$ cat src/rtl/suma_mult_wb_if.sv
// Wishbone B4 classic bus bundle between the management SoC initiator and the
// suma_mult responder. Signal names keep the responder-side direction suffixes.
interface suma_mult_wb_if;
    logic        wbs_cyc_i;
    logic        wbs_stb_i;
    logic        wbs_we_i;
    logic [3:0]  wbs_sel_i;
    logic [31:0] wbs_adr_i;
    logic [31:0] wbs_dat_i;
    logic        wbs_ack_o;
    logic [31:0] wbs_dat_o;

    modport master (
        output wbs_cyc_i, wbs_stb_i, wbs_we_i, wbs_sel_i, wbs_adr_i, wbs_dat_i,
        input  wbs_ack_o, wbs_dat_o
    );

    modport slave (
        input  wbs_cyc_i, wbs_stb_i, wbs_we_i, wbs_sel_i, wbs_adr_i, wbs_dat_i,
        output wbs_ack_o, wbs_dat_o
    );
endinterface

$ cat src/rtl/suma_mult_wb_slave.sv
// Wishbone register front-end for the suma_mult core: CTRL/N/STATUS/RESULT map,
// registered ack, start handshake FSM with timeout, result capture and level irq.
module suma_mult_wb_slave #(
    parameter logic [31:0] BASE_ADDR     = 32'h3000_0000,
    parameter int          START_TIMEOUT = 16
) (
    input  logic                wb_clk_i,
    input  logic                wb_rst_i,
    suma_mult_wb_if.slave       wbs,
    output logic                core_start_o,
    output logic [15:0]         core_n_o,
    input  logic [31:0]         core_x_i,
    input  logic                core_b_i,
    output logic                irq_o
);

    localparam int TW = $clog2(START_TIMEOUT + 1);
    localparam logic [TW-1:0] START_LAST = TW'(START_TIMEOUT - 1);

    typedef enum logic [1:0] {
        ST_IDLE    = 2'd0,
        ST_START   = 2'd1,
        ST_RUN     = 2'd2,
        ST_CAPTURE = 2'd3
    } state_t;

    state_t        state, state_nxt;
    logic [TW-1:0] start_cnt;
    logic          irq_en, done, timeout;
    logic [31:0]   result;
    logic [31:0]   rdata;
    logic          busy;

    logic          hit, wr, rd;
    logic [1:0]    reg_idx;
    logic          ctrl_wr, n_wr, status_wr;
    logic          start_req, timeout_evt, capture;
    logic          unused_bits;

    assign reg_idx   = wbs.wbs_adr_i[3:2];
    assign hit       = (wbs.wbs_adr_i[31:4] == BASE_ADDR[31:4]) && wbs.wbs_cyc_i
                       && wbs.wbs_stb_i && !wbs.wbs_ack_o;
    assign wr        = hit && wbs.wbs_we_i;
    assign rd        = hit && !wbs.wbs_we_i;
    // START and W1C bits live in byte lane 0, so those writes need sel[0].
    assign ctrl_wr   = wr && (reg_idx == 2'd0) && wbs.wbs_sel_i[0];
    assign n_wr      = wr && (reg_idx == 2'd1);
    assign status_wr = wr && (reg_idx == 2'd2) && wbs.wbs_sel_i[0];

    assign start_req   = ctrl_wr && wbs.wbs_dat_i[0] && (state == ST_IDLE);
    assign timeout_evt = (state == ST_START) && !core_b_i && (start_cnt == START_LAST);
    assign capture     = (state == ST_CAPTURE);
    assign unused_bits = ^{wbs.wbs_adr_i[1:0], wbs.wbs_dat_i[31:16], wbs.wbs_sel_i[3:2]};

    // State register; the start counter restarts every time START is entered.
    always_ff @(posedge wb_clk_i) begin
        if (!wb_rst_i) begin
            state     <= ST_IDLE;
            start_cnt <= '0;
        end else begin
            state     <= state_nxt;
            start_cnt <= (state == ST_START) ? start_cnt + 1'b1 : '0;
        end
    end

    always_comb begin
        // NOTE: default first so every path assigns state_nxt and no latch is inferred.
        state_nxt = state;
        unique case (state)
            ST_IDLE:    if (start_req) state_nxt = ST_START;
            ST_START:   if (core_b_i) state_nxt = ST_RUN;
                        else if (timeout_evt) state_nxt = ST_IDLE;
            ST_RUN:     if (!core_b_i) state_nxt = ST_CAPTURE;
            ST_CAPTURE: state_nxt = ST_IDLE;
            default:    state_nxt = ST_IDLE;
        endcase
    end

    always_comb begin
        core_start_o = (state == ST_START);
        busy         = (state != ST_IDLE);
    end

    always_comb begin
        rdata = '0;
        unique case (reg_idx)
            2'd0: rdata = {30'd0, irq_en, 1'b0};
            2'd1: rdata = {16'd0, core_n_o};
            2'd2: rdata = {28'd0, core_b_i, timeout, done, busy};
            2'd3: rdata = result;
            default: rdata = '0;
        endcase
    end

    // NOTE: registers use non-blocking assignments so every read sees pre-edge values.
    always_ff @(posedge wb_clk_i) begin
        if (!wb_rst_i) begin
            wbs.wbs_ack_o <= 1'b0;
            wbs.wbs_dat_o <= '0;
            irq_en        <= 1'b0;
            core_n_o      <= '0;
            done          <= 1'b0;
            timeout       <= 1'b0;
            result        <= '0;
            irq_o         <= 1'b0;
        end else begin
            wbs.wbs_ack_o <= hit;
            wbs.wbs_dat_o <= rd ? rdata : 32'd0;

            if (ctrl_wr) irq_en <= wbs.wbs_dat_i[1];
            if (n_wr && wbs.wbs_sel_i[0]) core_n_o[7:0]  <= wbs.wbs_dat_i[7:0];
            if (n_wr && wbs.wbs_sel_i[1]) core_n_o[15:8] <= wbs.wbs_dat_i[15:8];

            // Hardware set beats a software clear landing on the same edge.
            if (capture)                              done <= 1'b1;
            else if (status_wr && wbs.wbs_dat_i[1])   done <= 1'b0;
            if (timeout_evt)                          timeout <= 1'b1;
            else if (status_wr && wbs.wbs_dat_i[2])   timeout <= 1'b0;

            if (capture) result <= core_x_i;
            irq_o <= irq_en & done;
        end
    end

endmodule

$ cat src/flat_wrapper.sv
// flat-port wrapper written by rule: the top's interface ports become plain ports
module suma_mult_wb_slave_flat 
#(
    parameter logic [31:0] BASE_ADDR     = 32'h3000_0000,
    parameter int          START_TIMEOUT = 16
)
  (wb_clk_i, wb_rst_i, core_start_o, core_n_o, core_x_i, core_b_i, irq_o, wbs_wbs_cyc_i, wbs_wbs_stb_i, wbs_wbs_we_i, wbs_wbs_sel_i, wbs_wbs_adr_i, wbs_wbs_dat_i, wbs_wbs_ack_o, wbs_wbs_dat_o);
  suma_mult_wb_if wbs_i ();
  input  logic wb_clk_i;
  input  logic wb_rst_i;
  output logic core_start_o;
  output logic [15:0] core_n_o;
  input  logic [31:0] core_x_i;
  input  logic core_b_i;
  output logic irq_o;
  input wire logic [$bits(wbs_i.wbs_cyc_i)-1:0] wbs_wbs_cyc_i;
  input wire logic [$bits(wbs_i.wbs_stb_i)-1:0] wbs_wbs_stb_i;
  input wire logic [$bits(wbs_i.wbs_we_i)-1:0] wbs_wbs_we_i;
  input wire logic [$bits(wbs_i.wbs_sel_i)-1:0] wbs_wbs_sel_i;
  input wire logic [$bits(wbs_i.wbs_adr_i)-1:0] wbs_wbs_adr_i;
  input wire logic [$bits(wbs_i.wbs_dat_i)-1:0] wbs_wbs_dat_i;
  output wire logic [$bits(wbs_i.wbs_ack_o)-1:0] wbs_wbs_ack_o;
  output wire logic [$bits(wbs_i.wbs_dat_o)-1:0] wbs_wbs_dat_o;
  assign wbs_i.wbs_cyc_i = wbs_wbs_cyc_i;
  assign wbs_i.wbs_stb_i = wbs_wbs_stb_i;
  assign wbs_i.wbs_we_i = wbs_wbs_we_i;
  assign wbs_i.wbs_sel_i = wbs_wbs_sel_i;
  assign wbs_i.wbs_adr_i = wbs_wbs_adr_i;
  assign wbs_i.wbs_dat_i = wbs_wbs_dat_i;
  assign wbs_wbs_ack_o = wbs_i.wbs_ack_o;
  assign wbs_wbs_dat_o = wbs_i.wbs_dat_o;
  suma_mult_wb_slave #(.BASE_ADDR(BASE_ADDR), .START_TIMEOUT(START_TIMEOUT)) u_core (.wb_clk_i(wb_clk_i), .wb_rst_i(wb_rst_i), .wbs(wbs_i), .core_start_o(core_start_o), .core_n_o(core_n_o), .core_x_i(core_x_i), .core_b_i(core_b_i), .irq_o(irq_o));
endmodule
$ cat config.mk
export PLATFORM = sky130hd
export DESIGN_NAME = suma_mult_wb_slave_flat
export DESIGN_NICKNAME = d
export VERILOG_FILES = /design/src/rtl/suma_mult_wb_if.sv /design/src/rtl/suma_mult_wb_slave.sv /design/src/flat_wrapper.sv
export SDC_FILE = /design/constraint.sdc
export NUM_CORES = 1
export LEC_CHECK = 0
export ABC_AREA = 1
export BUFFER_PORTS_ARGS = -buffer_cell sky130_fd_sc_hd__buf_2
export CAP_MARGIN = 5
export CORE_ASPECT_RATIO = 0.6
export CORE_MARGIN = 2
export CORE_UTILIZATION = 25
export CTS_BUF_LIST = sky130_fd_sc_hd__clkbuf_8
export DETAILED_ROUTE_END_ITERATION = 10
export PLACE_DENSITY_LB_ADDON = 0.12
export SETUP_SLACK_MARGIN = 0.02
export SYNTH_ARGS = -nofsm -noshare
export SYNTH_HDL_FRONTEND = slang
export SYNTH_SLANG_ARGS = --single-unit
export TNS_END_PERCENT = 10
$ cat constraint.sdc
create_clock -name wb_clk_i -period 2.15 [get_ports wb_clk_i]
set_input_delay 0.215 -clock wb_clk_i [delete_from_list [all_inputs] [get_ports wb_clk_i]]
set_output_delay 0.215 -clock wb_clk_i [all_outputs]
set_load 0.05 [all_outputs]
; ---- Word-level counts from Yosys, hierarchy flattened
; Index checks and enable logic that the tools add are counted.
[word_totals]
out_inout_bits = 51
reg_bits = 92
input_bits = 106
elab_cells = 63
[classes]
bitwise_logic = 1
n_reduce_logical = 29
n_mux = 10
n_eq_ne = 11
add_sub_neg = 1
[op_table]
columns = cell, count
row1 = 32-bit one-hot mux with 4 select lines, 1
row2 = 28-bit by 26-bit == test with 1-bit output (second input constant), 1
row3 = 1-bit logical AND, 18
row4 = 2-bit == test (second input constant), 4
row5 = 2-bit two-way mux, 4
row6 = 2-bit one-hot mux with 4 select lines, 1
row7 = 2-bit nonzero test, 3
row8 = 5-bit by 1-bit adder with 5-bit output (second input constant), 1
row9 = 5-bit by 4-bit == test with 1-bit output (second input constant), 1
row10 = 2-bit by 1-bit == test with 1-bit output (second input constant), 2
row11 = 2-bit zero test, 2
row12 = 1-bit two-way mux, 4
row13 = 2-bit AND reduction, 2
row14 = 1-bit zero test, 3
row15 = 3-bit by 1-bit inequality test with 1-bit output (second input constant), 1
row16 = 3-bit AND reduction, 1
row17 = 2-bit by 1-bit inequality test with 1-bit output (second input constant), 1
row18 = 2-bit inequality test (second input constant), 1
row19 = 1-bit bitwise AND, 1

; ---- Logic depth before layout (Yosys ltp)
[depth]
word_depth = 11
ltp_mapped = 10
ltp_nobuf = 10

; ---- Least setup slack after synthesis
; OpenSTA, ideal clock, no wires.
[synth_timing]
path_type = reg2reg
from = register u_core.state[0]
to = register u_core.start_cnt[3]
slack_ns = 0.369
setup_ns = 0.070
path_stages_with_launch = 6
arrival_time_ns = 1.711
period_less_slack_ns = 1.781
path_buffers = 0
t_required_ns = 2.080
path_cell_list = dfxtp_1 > inv_1 > nor2_1 > nand2_1 > o21bai_1 > a21oi_1
[synth_between]
elab_chain_cells = 2
[synth_rtl]
columns = item, line
row1 = "start, declared", suma_mult_wb_slave.sv:27  ; state_t state, state_nxt;
row2 = "start signal, assigned", suma_mult_wb_slave.sv:61  ; state <= state_nxt;
row3 = 2-bit by 1-bit == test with 1-bit output, -
row4 = named net core_start_o, flat_wrapper.sv:11  ; output logic core_start_o;
row5 = 2-bit AND reduction (no line), -
row6 = "end signal, assigned", suma_mult_wb_slave.sv:62  ; start_cnt <= (state == ST_START) ? start_cnt + 1'b1 : '0;
row7 = "end, declared", suma_mult_wb_slave.sv:28  ; logic [TW-1:0] start_cnt;
; The timed path passes the listed nets, and every way through them passes these cells.
; A chain may end at the register's enable or synchronous reset.

; ---- Worst setup path after layout
[layout_timing]
from = register u_core.wbs.wbs_ack_o
to = register u_core.core_n_o[2]
[layout_between]
elab_chain_cells = 5
[layout_rtl]
columns = item, line
row1 = "start, declared", suma_mult_wb_if.sv:20  ; output wbs_ack_o, wbs_dat_o
row2 = "start signal, assigned", suma_mult_wb_slave.sv:107  ; wbs.wbs_ack_o <= hit;
row3 = 1-bit zero test, suma_mult_wb_slave.sv:42  ; && wbs.wbs_stb_i && !wbs.wbs_ack_o;
row4 = 1-bit logical AND, suma_mult_wb_slave.sv:42
row5 = 1-bit logical AND, suma_mult_wb_slave.sv:43  ; assign wr = hit && wbs.wbs_we_i;
row6 = 1-bit logical AND, suma_mult_wb_slave.sv:47  ; assign n_wr = wr && (reg_idx == 2'd1);
row7 = 1-bit logical AND, suma_mult_wb_slave.sv:111  ; if (n_wr && wbs.wbs_sel_i[0]) core_n_o[7:0] <= wbs.wbs_dat_i[7:0];
row8 = "end signal, assigned", suma_mult_wb_slave.sv:111
row9 = "end, declared", suma_mult_wb_slave.sv:11  ; output logic [15:0] core_n_o,
; No other way between the ends.

==> results.ini <==
[die]
initial_utilization_pct = 25.8
die_area_um2 = 15200
core_um2 = 13800
fp-row-count = 33
io-pin-count = 157
dieWidth_um = 158
die_y_um = 96.4

[timing]
grt_setup_unrepaired = false
setup_viol = 0
slew_viol_final = 0
min_period_over_period_pct = 77.4
maxSlewHeadroom_pct = 60.5
finalHoldViolCount = 0
setup_tns_ps = 0
worstMarginPinSlew_ps = 592
fin_crit_ps = 1660
fmax_mhz = 601
finalClockSkew_ps = 10.7

[layout]
synthToLayoutAreaGrowth_pct = 32.2
fillers = 1523
final_nets = 738
antenna_cells = 0
layout-drive-gt1-share_pct = 26.6

[min_path]
hold_path.startpoint = wbs_wbs_dat_i[6]
hold_path_class = input port to flip-flop

[placed_design]
gp_congestion = 0.743
port_buffers = 136
dp_hpwl_mm = 7.52

[clocking]
root_buffer = clkbuf_8
cts_sinks = 92
clk_pin_slew_ps = 100
post_cts_buffers = 0
cts_resized = 0
cts_htree_levels = 3
cts_tree = built
clock_latency_ps = 360
clockBufferDepth = 2
numCtsBuffers = 9
hold_buffers = 0

[power]
power.density_nw_per_um2 = 678
power_uw = 3190
vdd_drop_max_mv = 0.252
p_leak_uw = 0.00210

[logic_synthesis]
yosys-top-cells-area = dfxtp_1, nor2_1, nand2_1
synth_area_leader_cell = dfxtp_1
yosys_warnings = 0
synthTopCellsByCount = nor2_1, nand2_1, dfxtp_1
async_flop_share_pct = 0
yosysUniqueCellTypes = 25
syn-mean-instance-area_um2 = 7.20
syn_inst = 494
netlist.area_leader.share_pct = 51.8
synth.net_count = 602
synth_edf_count = 0
synth_most_common_cell = nor2_1
ys_seq_area_share_pct = 51.8
yosys_register_bits = 92
synth_flop_cell = dfxtp_1
syn-cell-area_um2 = 3560

[critical_path]
crit_required_ps = 2400
crit_end = u_core.core_n_o[2]$_SDFFE_PN0P_
rr_worst_depth = 7
r2r_start = u_core.wbs.wbs_ack_o$_SDFF_PN0_
r2r_end = u_core.core_n_o[2]$_SDFFE_PN0P_
worstPathArrival_ps = 1910
startpoint = u_core.wbs.wbs_ack_o$_SDFF_PN0_
crit_fanout = 8
crit_path_start_kind = flip-flop
rrSetupSlack_ps = 490
end_kind = flip-flop
path_class = flip-flop to flip-flop

[global_routing]
grt_pass1_wl_mm = 16.0
use_met3_pct = 4.91
antenna_found_initial = 0
grt_max_degree = 31
track_usage_pct = 13.9
grtUsageMet2_pct = 20.0
overflow = 0
met1_usage_pct = 19.4
grt_pass1_vias = 3186
busiest_layer = met2

[drt]
first_pass_iters = 4
avgRoutedWirePerCell_um = 12.4
via_per_inst = 4.13
drt-total-wl_mm = 10.3
drc_errors = 0
vias = 3418
ant_nets = 0
drt_iter0_markers = 118

[flow_run]
drv_cap = 0

[run_status]
status = completed

power by group:
group	switching, µW	internal (µW)
Combinational	95.9	80.0
Sequential	0.0131	1700
Clock	621	687
Total	717	2470
worst max-delay path, cell delays in order (launching register included):
cell and delay (ps):
dfxtp_1 330, nand3b_1 150, nor2_1 110, nand2_1 130, nor3_4 230, nand3_1 350
nor2_1 200, nor2_1 60
sequential cells by signal (all words and copies together), names as in the netlist, named ones only:
signal,count
u_core.start_cnt,5
u_core.result,32
u_core.irq_en,1
u_core.irq_o,1
u_core.state,1
u_core.done,1
u_core.core_n_o,16
u_core.wbs.wbs_dat_o,32
u_core.timeout,1
u_core.wbs.wbs_ack_o,1
cell type report:
class,count,area [µm²],area share [%]
Inverter,35,131,2.79
Multi-Input combinational cell,347,1490,31.7
Tap cell,192,240,5.11
Sequential cell,92,1840,39.2
Clock inverter,6,87.6,1.86
Timing Repair Buffer,145,773,16.4
Clock buffer,10,138,2.93
layer usage:
metal | vias up | wire length, µm
met2 | 103 | 4010
met4 | 0 | 159
li1 | 1799 | -
met3 | 15 | 783
met5 | - | 0
met1 | 1501 | 5340
logic make-up after synthesis:
family / Yosys count / synth area share, %
buffers and inverters: 55 / 6.30
AO/OA/AOI/OAI: 60 / 8.83
AND/OR/NAND/NOR: 285 / 32.4
flip-flops: 92 / 51.8
adder cells (fa/ha/maj): 2 / 0.704
worst min path at each step:
stage	end	slack, ps	depth (start not counted)
after floorplan	u_core.core_n_o[0]$_SDFFE_PN0P_	350	2
after global placement	u_core.wbs.wbs_dat_o[30]$_SDFF_PN0_	430	2
after detailed placement	u_core.wbs.wbs_dat_o[30]$_SDFF_PN0_	430	2
after CTS	u_core.core_n_o[6]$_SDFFE_PN0P_	40	3
after global routing	u_core.core_n_o[11]$_SDFFE_PN0P_	50	3
final	u_core.core_n_o[6]$_SDFFE_PN0P_	70	3
stage by stage:
stage	std cells	area, µm²	hold WS [ps]	utilization, %	setup WS, ps
after CTS	827	4700	43.3	34.1	441
after detailed placement	811	4480	433	32.5	407
after global placement	811	4480	434	32.5	428
after floorplan	494	3560	350	-	369
after global routing	827	4700	51.4	34.1	298
final	827	4700	69.3	34.1	486
layout by cell type, fill, tap and decap left out, types with 3 or more instances in the layout:
cell,instances
a21oi_1,17
a31oi_1,3
buf_2,136
buf_4,7
clkbuf_8,10
dfxtp_1,92
inv_1,36
nand2_1,107
nand2_2,3
nand3_1,7
nor2_1,152
nor2_2,3
nor3_1,4
o21ai_0,36
Note: power is estimated with default switching activity, not from simulation.
